**config.mk**
```make
export PLATFORM = sky130hd
export DESIGN_NAME = player_speed_ctrl
export DESIGN_NICKNAME = d
export VERILOG_FILES = /design/src/rtl/player_speed_ctrl.sv
export SDC_FILE = /design/constraint.sdc
export NUM_CORES = 1
export LEC_CHECK = 0
export CAP_MARGIN = 10
export CORE_UTILIZATION = 35
export CTS_CLUSTER_SIZE = 30
export DETAILED_ROUTE_END_ITERATION = 12
export PLACE_DENSITY = 0.57
export SLEW_MARGIN = 20
export SYNTH_ARGS = -nofsm -noshare
export SYNTH_HDL_FRONTEND = slang
export SYNTH_SLANG_ARGS = --single-unit
```
**constraint.sdc**
```tcl
create_clock -name clk -period 2.3 [get_ports clk]
set_input_delay 0.46 -clock clk [delete_from_list [all_inputs] [get_ports clk]]
set_output_delay 0.46 -clock clk [all_outputs]
set_load 0.03 [all_outputs]
```
**src/rtl/player_speed_ctrl.sv**
```systemverilog
// player_speed_ctrl: per-player movement speed level for the Bomber-Man logic.
// Each player has a persistent base level plus a timed power-up boost.
// Build option: define SPEED_DEBUG_SW_EN to enable the sw_inc/sw_dec debug
// switches. Without it the base level stays at DEFAULT_LEVEL.
module player_speed_ctrl #(
  parameter int unsigned NUM_PLAYERS   = 2,
  parameter int unsigned LEVEL_W       = 2,
  parameter int unsigned MAX_LEVEL     = 2,
  parameter int unsigned DEFAULT_LEVEL = 0,
  parameter int unsigned BOOST_FRAMES  = 300,
  parameter int unsigned BOOST_STEP    = 1
) (
  input  logic                           clk,
  input  logic                           resetN,
  input  logic                           startOfFrame,
  input  logic [NUM_PLAYERS-1:0]         sw_inc,
  input  logic [NUM_PLAYERS-1:0]         sw_dec,
  input  logic [NUM_PLAYERS-1:0]         powerUp_inc,
  output logic [NUM_PLAYERS*LEVEL_W-1:0] speed_level,
  output logic [NUM_PLAYERS-1:0]         boost_active,
  output logic [NUM_PLAYERS*16-1:0]      boost_frames_left
);

  typedef enum logic {IDLE, BOOSTED} boost_state_t;

  boost_state_t       state_q [NUM_PLAYERS];
  boost_state_t       state_d [NUM_PLAYERS];
  logic [15:0]        timer_q [NUM_PLAYERS];
  logic [15:0]        timer_d [NUM_PLAYERS];
  logic [LEVEL_W-1:0] base_q  [NUM_PLAYERS];
  logic [LEVEL_W-1:0] base_d  [NUM_PLAYERS];
  logic [LEVEL_W:0]   sum_d   [NUM_PLAYERS];
  logic [LEVEL_W-1:0] lvl_d   [NUM_PLAYERS];
  logic [LEVEL_W-1:0] lvl_q   [NUM_PLAYERS];

  logic [NUM_PLAYERS-1:0] pu_q;
  logic [NUM_PLAYERS-1:0] pu_ev;

  assign pu_ev = powerUp_inc & ~pu_q;

`ifdef SPEED_DEBUG_SW_EN
  logic [NUM_PLAYERS-1:0] inc_q;
  logic [NUM_PLAYERS-1:0] dec_q;
  logic [NUM_PLAYERS-1:0] inc_ev;
  logic [NUM_PLAYERS-1:0] dec_ev;

  assign inc_ev = sw_inc & ~inc_q;
  assign dec_ev = sw_dec & ~dec_q;

  // Debug switch edge registers and persistent base level.
  always_ff @(posedge clk or negedge resetN) begin
    if (!resetN) begin
      inc_q <= '0;
      dec_q <= '0;
      for (int unsigned p = 0; p < NUM_PLAYERS; p++) base_q[p] <= LEVEL_W'(DEFAULT_LEVEL);
    end else begin
      inc_q <= sw_inc;
      dec_q <= sw_dec;
      for (int unsigned p = 0; p < NUM_PLAYERS; p++) base_q[p] <= base_d[p];
    end
  end

  // Saturating base adjust; simultaneous inc and dec cancel.
  always_comb begin
    for (int unsigned p = 0; p < NUM_PLAYERS; p++) begin
      base_d[p] = base_q[p];
      if (inc_ev[p] && !dec_ev[p] && (base_q[p] < LEVEL_W'(MAX_LEVEL)))
        base_d[p] = base_q[p] + 1'b1;
      else if (dec_ev[p] && !inc_ev[p] && (base_q[p] != '0))
        base_d[p] = base_q[p] - 1'b1;
    end
  end
`else
  logic unused_sw;
  assign unused_sw = ^{sw_inc, sw_dec};

  // Base level is fixed when the debug switches are compiled out.
  always_comb begin
    for (int unsigned p = 0; p < NUM_PLAYERS; p++) begin
      base_q[p] = LEVEL_W'(DEFAULT_LEVEL);
      base_d[p] = LEVEL_W'(DEFAULT_LEVEL);
    end
  end
`endif

  // Boost FSM state, timer, power-up edge register and registered level.
  always_ff @(posedge clk or negedge resetN) begin
    if (!resetN) begin
      pu_q <= '0;
      for (int unsigned p = 0; p < NUM_PLAYERS; p++) begin
        state_q[p] <= IDLE;
        timer_q[p] <= '0;
        lvl_q[p]   <= LEVEL_W'(DEFAULT_LEVEL);
      end
    end else begin
      pu_q <= powerUp_inc;
      for (int unsigned p = 0; p < NUM_PLAYERS; p++) begin
        state_q[p] <= state_d[p];
        timer_q[p] <= timer_d[p];
        lvl_q[p]   <= lvl_d[p];
      end
    end
  end

  // Boost next-state: power-up reload wins over the frame tick.
  always_comb begin
    for (int unsigned p = 0; p < NUM_PLAYERS; p++) begin
      state_d[p] = state_q[p];
      timer_d[p] = timer_q[p];
      if (pu_ev[p]) begin
        state_d[p] = BOOSTED;
        timer_d[p] = 16'(BOOST_FRAMES);
      end else if ((state_q[p] == BOOSTED) && startOfFrame) begin
        timer_d[p] = timer_q[p] - 16'd1;
        if (timer_q[p] == 16'd1) state_d[p] = IDLE;
      end
    end
  end

  // Effective level from next-cycle base and boost, clamped at MAX_LEVEL.
  always_comb begin
    for (int unsigned p = 0; p < NUM_PLAYERS; p++) begin
      sum_d[p] = {1'b0, base_d[p]} +
                 ((state_d[p] == BOOSTED) ? (LEVEL_W+1)'(BOOST_STEP) : '0);
      if (sum_d[p] > (LEVEL_W+1)'(MAX_LEVEL)) lvl_d[p] = LEVEL_W'(MAX_LEVEL);
      else                                    lvl_d[p] = sum_d[p][LEVEL_W-1:0];
    end
  end

  // Pack per-player values onto the flat output buses.
  always_comb begin
    speed_level       = '0;
    boost_active      = '0;
    boost_frames_left = '0;
    for (int unsigned p = 0; p < NUM_PLAYERS; p++) begin
      speed_level[p*LEVEL_W +: LEVEL_W] = lvl_q[p];
      boost_active[p]                   = (state_q[p] == BOOSTED);
      boost_frames_left[p*16 +: 16]     = timer_q[p];
    end
  end

endmodule
```
Yosys cells after proc, flatten, opt, wreduce, memory -nomap -nowiden:

Index checks and enable logic that the tools add are counted.

* logic and storage cells: 33
* input bits: 9
* bits in registers: 40

* reductions and logical operators: 4
* magnitude comparators: 2
* muxes and demuxes: 14
* bitwise gates (word level): 2
* equal/unequal tests: 2
* $add $sub $neg: 2

Operator list (number)
* $mux W16: 4
* $eq A16 B1 Y1 const B: 2
* $sub A16 B1 Y16 const B: 2
* $mux W1: 8
* $gt A1 B2 Y1 const B: 2
* $mux W2: 2
* $reduce_bool A2 Y1: 2
* $and A2 B2 Y2: 1
* $logic_and A1 B1 Y1: 2
* $not A2 Y2: 1

Longest topological paths before layout:

Gate-level depths: netlist of the first run.

* depth after elaboration: 7
* depth in mapped cells: 6
* gate-level depth less buffers: 6

Worst setup path after synthesis of the first run:

No wires, ideal clock.

* kind: reg2reg
* start point: register timer_q, in the netlist boost_frames_left[8]
* end point: register timer_q, in the netlist boost_frames_left[14]
* required time: 2.222 ns
* cell stages (with the launch flop): 5
* path slack: 0.117 ns
* setup time: 0.078 ns
* buffers on the path: 0
* data arrival time: 2.105 ns
* clock period less this slack: 2.183 ns
* path through: dfrtp_1 > or4_4 > or4b_4 > or4_1 > a21oi_1

* word-level cells in the longest chain between the ends: 3

Ends and longest elaborated chain
* start, declared: line 28 `logic [15:0] timer_q [NUM_PLAYERS];`
* start signal, assigned by index: line 99 `timer_q[p] <= timer_d[p];`
* $sub A16 B1 Y16: line 114 `timer_d[p] = timer_q[p] - 16'd1;`
* $mux W16: line 113 `end else if ((state_q[p] == BOOSTED) && startOfFrame) begin`
* $mux W16: line 110 `if (pu_ev[p]) begin`

Every way passes these cells. The select of a mux whose other input is x is not followed.
A chain may end at the register's enable or synchronous reset.

Worst setup path after layout of the first run:

* start point: register timer_q, in the netlist boost_frames_left[10]
* end point: register timer_q, in the netlist boost_frames_left[14]

Same word-level chain as after synthesis.

==> reports/metrics.cfg, run 1 <==
[critical_path]
rrSetupSlack_ns = 0.17
cp-start-kind = flip-flop
cp-end-kind = flip-flop
worstPathMaxFanout = 4
worstSetupEndpoint = boost_frames_left[14]
cp_data_required_time_ns = 2.52
crit_type = flip-flop to flip-flop
r2r_cells = 4
crit_arrival_ns = 2.35
reg2reg_to = boost_frames_left[14]
crit_start = boost_frames_left[10]
rr_startpoint = boost_frames_left[10]

[die]
io_pins = 47
initial_core_util = 0.374
core_area_um2 = 4850
dieWidth_um = 74.0
dieArea_um2 = 5480
die_y_um = 74.0
rows = 25

[detailed_routing]
vias = 1572
routed_via_density = 5.15
ant_nets = 0
route.detailed.drc = 0
drt_iter0_drc = 98
wirelength_mm = 4.33
wl_per_cell_um = 14.2
dr.pass1.iters = 4

[clock_network]
tritoncts.num_buffers = 5
clk_pin_slew_ns = 0.07
clk_path_buf_depth = 2
cts_tree = built
post_cts.resized_instances = 0
postCtsHoldBufs = 0
clockRootBuffer = clkbuf_8
htreeDepth = 2
post_cts_buffers = 0
cts_sinks = 36
insertion_delay_ns = 0.29

[sta]
hold_violations = 0
drv_slew = 0
setup_ws_ns = 0.171
hold_slack_ns = 0.566
worst_pin_slew_ns = 0.554
fmax_mhz = 470
rsz0062_at_grt = false
final.period_utilization = 0.926
fin_worst_skew_ns = 0.00623
timing.final.setup_violations = 0
min_period_ns = 2.13
relSlewSlack = 0.627

[place]
place_hpwl_mm = 3.11
io_buffers = 40
place_area_um2 = 2380
dp.cells = 297
gp_congestion = 0.826
dp_slack_ns = -0.0289

[cells_and_area]
fin_nets = 250
drive_above_1_share = 0.118
utilization = 0.509
regArea_um2 = 901
fillers = 444
areaGrowthSynthToFinish_pct = 36.0
multiInputGateArea_um2 = 857
diodes = 0
final_cells = 305
fin_area_um2 = 2470

[power]
p_leak_nw = 1.02
comb_power_share = 0.297
pwr-share-seq = 0.441
internal_power_mw = 1.16
ir_drop_uv = 517
clkPwrFrac = 0.262
swShare = 0.346
power_switching_uw = 615
power_per_cell_area_nw_per_um2 = 720

[worst_hold_path]
min_path_type = flip-flop to flip-flop

[global_route]
grt_pass1_wl_mm = 7.34
grt_max_degree = 37
first_global_vias = 1490
grt_overflow = 0
grt.total_usage = 0.179
antenna_found_initial = 0

[yosys]
ys_warn_count = 0
syn_area_um2 = 1810
ys_ff_latch = 36
synth_cell_types = 37
yosysSeqAreaShare = 0.497
postSynthAreaPerCell_um2 = 10.0
postSynthCellCount = 181

[outcome]
status = completed

[flow_run]
maxCapViolCount = 0

==> state kept, by name, indices dropped and copies added, names as in the netlist <==
| register | cells |
|---|---|
| boost_frames_left | 32 |
| pu_q | 2 |
| speed_level | 2 |
==> metal layers <==
| metal | global-route usage | vias up | routed length (um) |
|---|---|---|---|
| met5 | 0 | - | 0 |
| met4 | 0.0641 | 0 | 52 |
| met3 | 0.0461 | 4 | 229 |
| met2 | 0.278 | 45 | 2030 |
| met1 | 0.242 | 771 | 2020 |
| li1 | - | 752 | - |
==> cell type report <==
cell class / instances / area share
inverters: 4 / 0.00609
clock buffers: 8 / 0.0365
repair buffers: 56 / 0.211
well taps: 67 / 0.0340
flip-flops and latches: 36 / 0.365
multi-input cells: 134 / 0.347
==> logic make-up (layout without fill, tap and decap cells) <==
family,count (synthesis),after routing,share of synthesized area
other,1,2,0.00207
buffers and inverters,12,68,0.0331
adders and majority gates,4,4,0.0276
DFF,36,36,0.497
and+or+nand+nor,84,84,0.261
xor gates and xnor gates,20,20,0.0966
AOI/OAI and AO/OA,24,24,0.0835
==> synth_stat cells <==
cell	n	area [um2]
clkbuf_1	4	15.0
nor4bb_1	3	30.0
nand4_1	7	43.8
or3b_2	1	8.76
nor2_1	22	82.6
a21oi_1	9	45.0
a21o_1	1	7.51
nand2_1	14	52.6
o31ai_1	4	30.0
nand3b_1	1	7.51
nor3_1	5	25.0
nor4_1	4	25.0
buf_4	4	30.0
nor4_2	1	12.5
o41ai_1	1	8.76
o21ai_0	5	25.0
nor3b_1	1	7.51
ha_1	4	50.1
and3b_1	1	8.76
or4_4	1	11.3
or4_2	1	8.76
a311oi_1	2	17.5
nand2b_1	2	12.5
conb_1	1	3.75
nor2b_1	3	18.8
xnor2_1	3	26.3
o31a_1	1	8.76
and3_1	1	6.26
xor2_1	17	149
or4_1	2	15.0
nand4b_1	4	35.0
dfrtp_1	36	901
or4b_4	1	13.8
inv_1	4	15.0
or3_1	2	12.5
a31o_2	1	8.76
nand3_1	7	35.0
==> critical path, stage by stage, from the launching register on <==
cell	delay [ns]
dfrtp_1	0.43
or4_4	0.56
or4b_4	0.51
or4_1	0.41
a21oi_1	0.16
==> power by group through the flow <==
stage,clock [mW],combinational [mW],sequential [mW]
2_1_floorplan,0,0.194,0.891
3_5_place_dp,0,0.525,0.792
3_3_place_gp,0,0.508,0.790
6_report,0.465,0.527,0.783
5_1_grt,0.513,0.570,0.793
4_1_cts,0.476,0.530,0.781
==> cell usage in the layout, fill, tap and decap left out, types with 4 or more instances in the layout <==
master,n
nand4_1,7
nor3_1,5
o31ai_1,4
inv_1,4
nand2_1,14
clkbuf_8,6
a21oi_1,9
xor2_1,17
nor4_1,4
nand3_1,7
buf_4,16
clkdlybuf4s50_1,40
o21ai_0,5
nor2_1,22
nand4b_1,4
dfrtp_1,36
ha_1,4
==> how the worst min path moves through the flow <==
| stage | startpoint | to | slack [ns] | cells after the start |
|---|---|---|---|---|
| global route | boost_frames_left[14] | boost_frames_left[14] | 0.61 | 2 |
| CTS | boost_frames_left[6] | boost_frames_left[6] | 0.57 | 2 |
| detailed placement | boost_frames_left[6] | boost_frames_left[6] | 0.56 | 2 |
| floorplan | resetN | boost_frames_left[0] | 0.16 | 0 |
| global placement | boost_frames_left[6] | boost_frames_left[6] | 0.55 | 2 |
| finish | boost_frames_left[6] | boost_frames_left[6] | 0.57 | 2 |
==> through the flow <==
| step | power (mW) | TNS, ns |
|---|---|---|
| finish | 1.78 | 0 |
| global route | 1.88 | 0 |
| CTS | 1.79 | 0 |
| detailed placement | 1.32 | -0.0311 |
| global placement | 1.30 | 0 |
| floorplan | 1.09 | 0 |
Power figures use the tool's default switching activity.
==> run 2: changes to the inputs <==
--- a/config.mk
+++ b/config.mk
@@ -6,10 +6,10 @@
 export NUM_CORES = 1
 export LEC_CHECK = 0
 export CAP_MARGIN = 10
-export CORE_UTILIZATION = 35
+export CORE_UTILIZATION = 38
 export CTS_CLUSTER_SIZE = 30
 export DETAILED_ROUTE_END_ITERATION = 12
-export PLACE_DENSITY = 0.57
+export PLACE_DENSITY = 0.61
 export SLEW_MARGIN = 20
 export SYNTH_ARGS = -nofsm -noshare
 export SYNTH_HDL_FRONTEND = slang
==> reports/metrics.cfg, run 2 (synthesis results as in run 1) <==
[die]
die_y_um = 71.1  ; -3.9%
dieArea_um2 = 5050  ; -7.7%
io_pins = 47  ; unchanged
rows = 24  ; -4.0%
core_area_um2 = 4470  ; -7.7%
dieWidth_um = 71.1  ; -3.9%
initial_core_util = 0.405  ; +0.0313

[power]
swShare = 0.338  ; -0.00800
clkPwrFrac = 0.300  ; +0.038
pwr-share-seq = 0.417  ; -0.024
p_leak_nw = 1.03  ; +0.84%
ir_drop_uv = 476  ; -7.9%
comb_power_share = 0.282  ; -0.015
internal_power_mw = 1.24  ; +6.7%
power_switching_uw = 633  ; +3.0%
power_per_cell_area_nw_per_um2 = 758  ; +5.3%

[place]
dp_slack_ns = 0.0350  ; +0.0639 ns
io_buffers = 40  ; unchanged
place_hpwl_mm = 3.04  ; -2.3%
gp_congestion = 0.812  ; -1.8%

[critical_path]
r2r_cells = 4  ; unchanged
critPathMaxStageDelay_ns = 0.56  ; about the same
cp_slowest_cell = or4_4
worstPathMaxFanout = 4  ; unchanged
rrSetupSlack_ns = 0.19  ; +0.02 ns
crit_type = flip-flop to flip-flop
cp_data_required_time_ns = 2.52  ; about the same
reg2reg_to = boost_frames_left[14]
cp-start-kind = flip-flop
crit_arrival_ns = 2.33  ; -0.02 ns
worstPathCellList = or4_4 > or4b_4 > or4_1 > a21oi_1
rr_startpoint = boost_frames_left[10]
cp-end-kind = flip-flop

[detailed_routing]
wl_met3_um = 148  ; -35%
wl_met1_mm = 2.03  ; +0.55%
route.detailed.drc = 4  ; +4
routed.top_layer = met4
ant_nets = 0  ; unchanged
routed_via_density = 5.31  ; +3.0%
routed-wl-met2_mm = 2.01  ; -1.1%
dr.pass1.iters = 9  ; +5
wirelength_mm = 4.22  ; -2.6%
wl_per_cell_um = 14.5  ; +2.5%
drt_iter0_drc = 118  ; +20%
vias = 1540  ; -2.0%

[cells_and_area]
fin_nets = 250  ; unchanged
drive_above_1_share = 0.126  ; +0.00840
final_common_cell = clkdlybuf4s50_1
diodes = 0  ; unchanged
final_cell_mix = clkdlybuf4s50_1 (40), dfrtp_1 (36), nor2_1 (22)
areaGrowthSynthToFinish_pct = 36.1
largest_reg_flops = 32  ; unchanged

[sta]
timing.final.setup_violations = 0  ; unchanged
rsz0062_at_grt = false
fmax_mhz = 473  ; +0.75%
drv_slew = 0  ; unchanged
setup_tns_ns = 0  ; unchanged
final.period_utilization = 0.919  ; -0.00686
worst_pin_slew_ns = 0.638  ; +0.0839 ns
fin_worst_skew_ns = 0.00611  ; -0.000118 ns
relSlewSlack = 0.571  ; -0.0568
setup_ws_ns = 0.187  ; +0.0158 ns
min_period_ns = 2.11  ; -0.0158 ns
hold_violations = 0  ; unchanged

[flow_run]
maxCapViolCount = 0  ; unchanged

[worst_hold_path]
whs_endpoint = boost_frames_left[6]
hold_depth = 2  ; unchanged
min_path_type = flip-flop to flip-flop
hp-start = boost_frames_left[6]

[clock_network]
cts_sinks = 36  ; unchanged
cts_tree = built
tritoncts.num_buffers = 5  ; unchanged
post_cts_buffers = 0  ; unchanged
htreeDepth = 2  ; unchanged
clk_pin_slew_ns = 0.08  ; about the same
clk_path_buf_depth = 2  ; unchanged
clockRootBuffer = clkbuf_8
postCtsHoldBufs = 0  ; unchanged
post_cts.resized_instances = 0  ; unchanged
insertion_delay_ns = 0.29  ; about the same

[global_route]
grt.total_usage = 0.183  ; +0.00361
grt_pass1_wl_mm = 7.17  ; -2.3%
grt_overflow = 0  ; unchanged
grt_max_degree = 37  ; unchanged
first_global_vias = 1565  ; +5.0%
antenna_found_initial = 0  ; unchanged

[outcome]
status = complete, but fails checks
violations = design-rule violations

==> run 2: changes by cell type in the layout (fill, tap and decap cells not counted), sizes merged <==
cell      before  now
bufinv         0    1
clkinvlp       0    1
clkbuf         8    5
clkinv         0    1
==> run 2: worst max-delay path, delay by kind of cell, from the launching register on <==
family,cells,cell delay (ns)
AO/OA/AOI/OAI,1,0.15
flip-flops,1,0.42
AND/OR/NAND/NOR,3,1.47
==> run 2: stage by stage <==
step | instances | total power, mW | hold WS, ns | util | area, um2
6_report | 290 | 1.87 | 0.559 | 0.552 | 2470
5_1_grt | 290 | 1.96 | 0.594 | 0.552 | 2470
4_1_cts | 290 | 1.88 | 0.561 | 0.552 | 2470
3_5_place_dp | 282 | 1.32 | 0.550 | 0.527 | 2360
3_3_place_gp | 282 | 1.30 | 0.548 | 0.527 | 2360
2_1_floorplan | 182 | 1.09 | 0.164 | - | 1820
==> run 2: final cells by class <==
class                   instances  area (um2)
clock inverters                 3        42.5
inverters                       4        15.0
flip-flops and latches         36         901
repair buffers                 56         520
fillers                       407        2000
clock buffers                   5        68.8
multi-input cells             134         857
well taps                      52        65.1
==> run 2: how the worst max path moves through the flow <==
stage,from,end,cells after the start
after floorplan,boost_frames_left[8],boost_frames_left[14],4
after global placement,startOfFrame,boost_frames_left[27],6
after detailed placement,startOfFrame,boost_frames_left[5],5
after CTS,boost_frames_left[10],boost_frames_left[14],4
after global routing,boost_frames_left[10],boost_frames_left[14],4
final,boost_frames_left[10],boost_frames_left[14],4
==> run 2: routing by layer <==
| metal | track usage | vias to the layer above |
|---|---|---|
| li1 | - | 749 |
| met1 | 0.244 | 749 |
| met2 | 0.291 | 37 |
| met3 | 0.0442 | 5 |
| met4 | 0.0644 | 0 |
| met5 | 0 | - |
==> run 2: power by group through the flow <==
stage | logic [mW] | clock network (mW) | registers, mW
4_1_cts | 0.529 | 0.576 | 0.780
3_3_place_gp | 0.511 | 0 | 0.789
6_report | 0.528 | 0.562 | 0.781
5_1_grt | 0.571 | 0.599 | 0.791
3_5_place_dp | 0.527 | 0 | 0.791
2_1_floorplan | 0.194 | 0 | 0.891
==> RTL edit (config.mk and constraints of run 1) <==
Build with the macro `SPEED_DEBUG_SW_EN` defined.
--- a/src/rtl/player_speed_ctrl.sv
+++ b/src/rtl/player_speed_ctrl.sv
@@ -2,6 +2,8 @@
 // Each player has a persistent base level plus a timed power-up boost.
 // Build option: define SPEED_DEBUG_SW_EN to enable the sw_inc/sw_dec debug
 // switches. Without it the base level stays at DEFAULT_LEVEL.
+`define SPEED_DEBUG_SW_EN
+
 module player_speed_ctrl #(
   parameter int unsigned NUM_PLAYERS   = 2,
   parameter int unsigned LEVEL_W       = 2,
Check against the original RTL: not equivalent (Yosys sat finds a counterexample within 4 cycles, from zero or initial values and one cycle with resetN low).
==> RTL edit against run 1 <==
  * First-iteration DRC count is 12% lower
  * Largest power group unchanged
  * Power is 52% higher
  * Largest cell class unchanged
  * Final area is 33% higher
  * Sequential cell count is 12 higher
  * Combinational power is 92% higher
  * Routed wire length is 23% higher
  * Worst setup slack worse by 0.25 ns
  * Area after synthesis is 29% higher
  * The flow now finishes with violations (setup timing)
==> RTL edit: results (changes against run 1) <==
status finished, violations left; violated checks setup timing; Filler Cell Count 596 (+34%); Area contributors post-synth dfrtp_1 (51%), ha_1 (5.4%), xnor2_1 (4.5%); Tightest Pin Transition 0.540 ns (-0.0148 ns); post-synthesis mux area share 0% (unchanged); Hold WS 0.113 ns (-0.453 ns); detailed placement HPWL 3930 microns (+26%); number of detailed-route iterations in the first pass 4 (unchanged); Unique masters post-synth 38 (+2.7%); initial DRC count 86 (-12%); CP Max Fanout 2 (-2); Cells after Synth 229 (+27%); Crit path max-delay family simple AND/OR/NAND/NOR gates; first-pass GRT wire length 9230 microns (+26%); adder-cell share of the synthesized area 5.36% (+2.6 points); total vias in the final route 1939 (+23%); setup TNS -0.0802 ns (-0.0802 ns); worst reg2reg path startpoint boost_frames_left[24]$_DFFE_PN0P_; Critical Path AT 2.58 ns (+0.23 ns); xor/xnor share of the synthesized area 7.13% (-2.5 points); DRT Wirelength 5320 microns (+23%); cts bufs inserted 5 (unchanged); Clk pin slew, worst setup/hold paths 0.09 ns (+0.02 ns); largest net degree at the start of global routing 30 (-19%); GRT Util Overall 16.4% (-1.5 points); antenna diode count 0 (unchanged); Inst Count DP 377 (+27%); clock skew 0.00793 ns (+0.00170 ns); list of most frequent post-synthesis cells dfrtp_1 (48), nor2_1 (21), nand2_1 (15), a21oi_1 (13), xnor2_1 (12); routability cong. 0.748 (-9.5%); CTS root buf clkbuf_8; Multi-input gate area 0.00111 sq mm (+29%); Final setup viols 1 (+1); Final WS setup -0.0802 ns (-0.251 ns); Place WS -0.234 ns (-0.205 ns); share of layout cells above drive strength 1 19.9% (+8.1 points); Slowest cell on crit path or4_4; number of global-route vias before repair 1957 (+31%); sequential cell area fraction in the yosys report 51.4% (+1.8 points); placed cell area 0.00311 sq mm (+31%); compound-cell area share of the yosys netlist 9.43% (+1.1 points); static leakage 1.38 nW (+35%); post-DR vias/cell 4.98 (-3.3%); worst vdd ir 557 uV (+7.8%); Final nets 330 (+32%); Post-synth top flop dfrtp_1; Min-Delay Path Class input port to asynchronous set/reset pin; worst setup path end speed_level[3]$_DFF_PN0_; initial antenna violation count 0 (unchanged); Buffers on Ports 46 (+15%); worst reg2reg path depth 8 (+4)
==> RTL edit: report_power, final <==
part	switching (mW)	internal (mW)	total, mW
clock	0.298	0.322	0.620
combinational	0.542	0.472	1.01
sequential	0.0981	0.966	1.06
total	0.938	1.76	2.70
==> RTL edit: per-layer routing <==
layer	GRT usage (%)	up-vias	wire length [microns]
met1	21.8	920	2610
met3	3.36	4	152
met2	27.1	31	2510
li1	-	984	-
met5	0	-	0
met4	4.93	0	47
==> RTL edit: what timing repair did <==
item | 4_1_cts | 5_1_grt
hold buffers | 0 | 0
resized for setup | 6 | 3
pin swaps | 4 | 2
buffers inserted | 5 | 2
endpoints found under the setup margin | 4 | 4
==> RTL edit: area by class of cell <==
type	instances	area share, %
Clock buffer	5	2.10
Timing Repair Buffer	80	21.9
Multi-Input combinational cell	165	33.8
Clock inverter	3	1.30
Inverter	11	1.26
Sequential cell	48	36.7
Tap cell	77	2.94
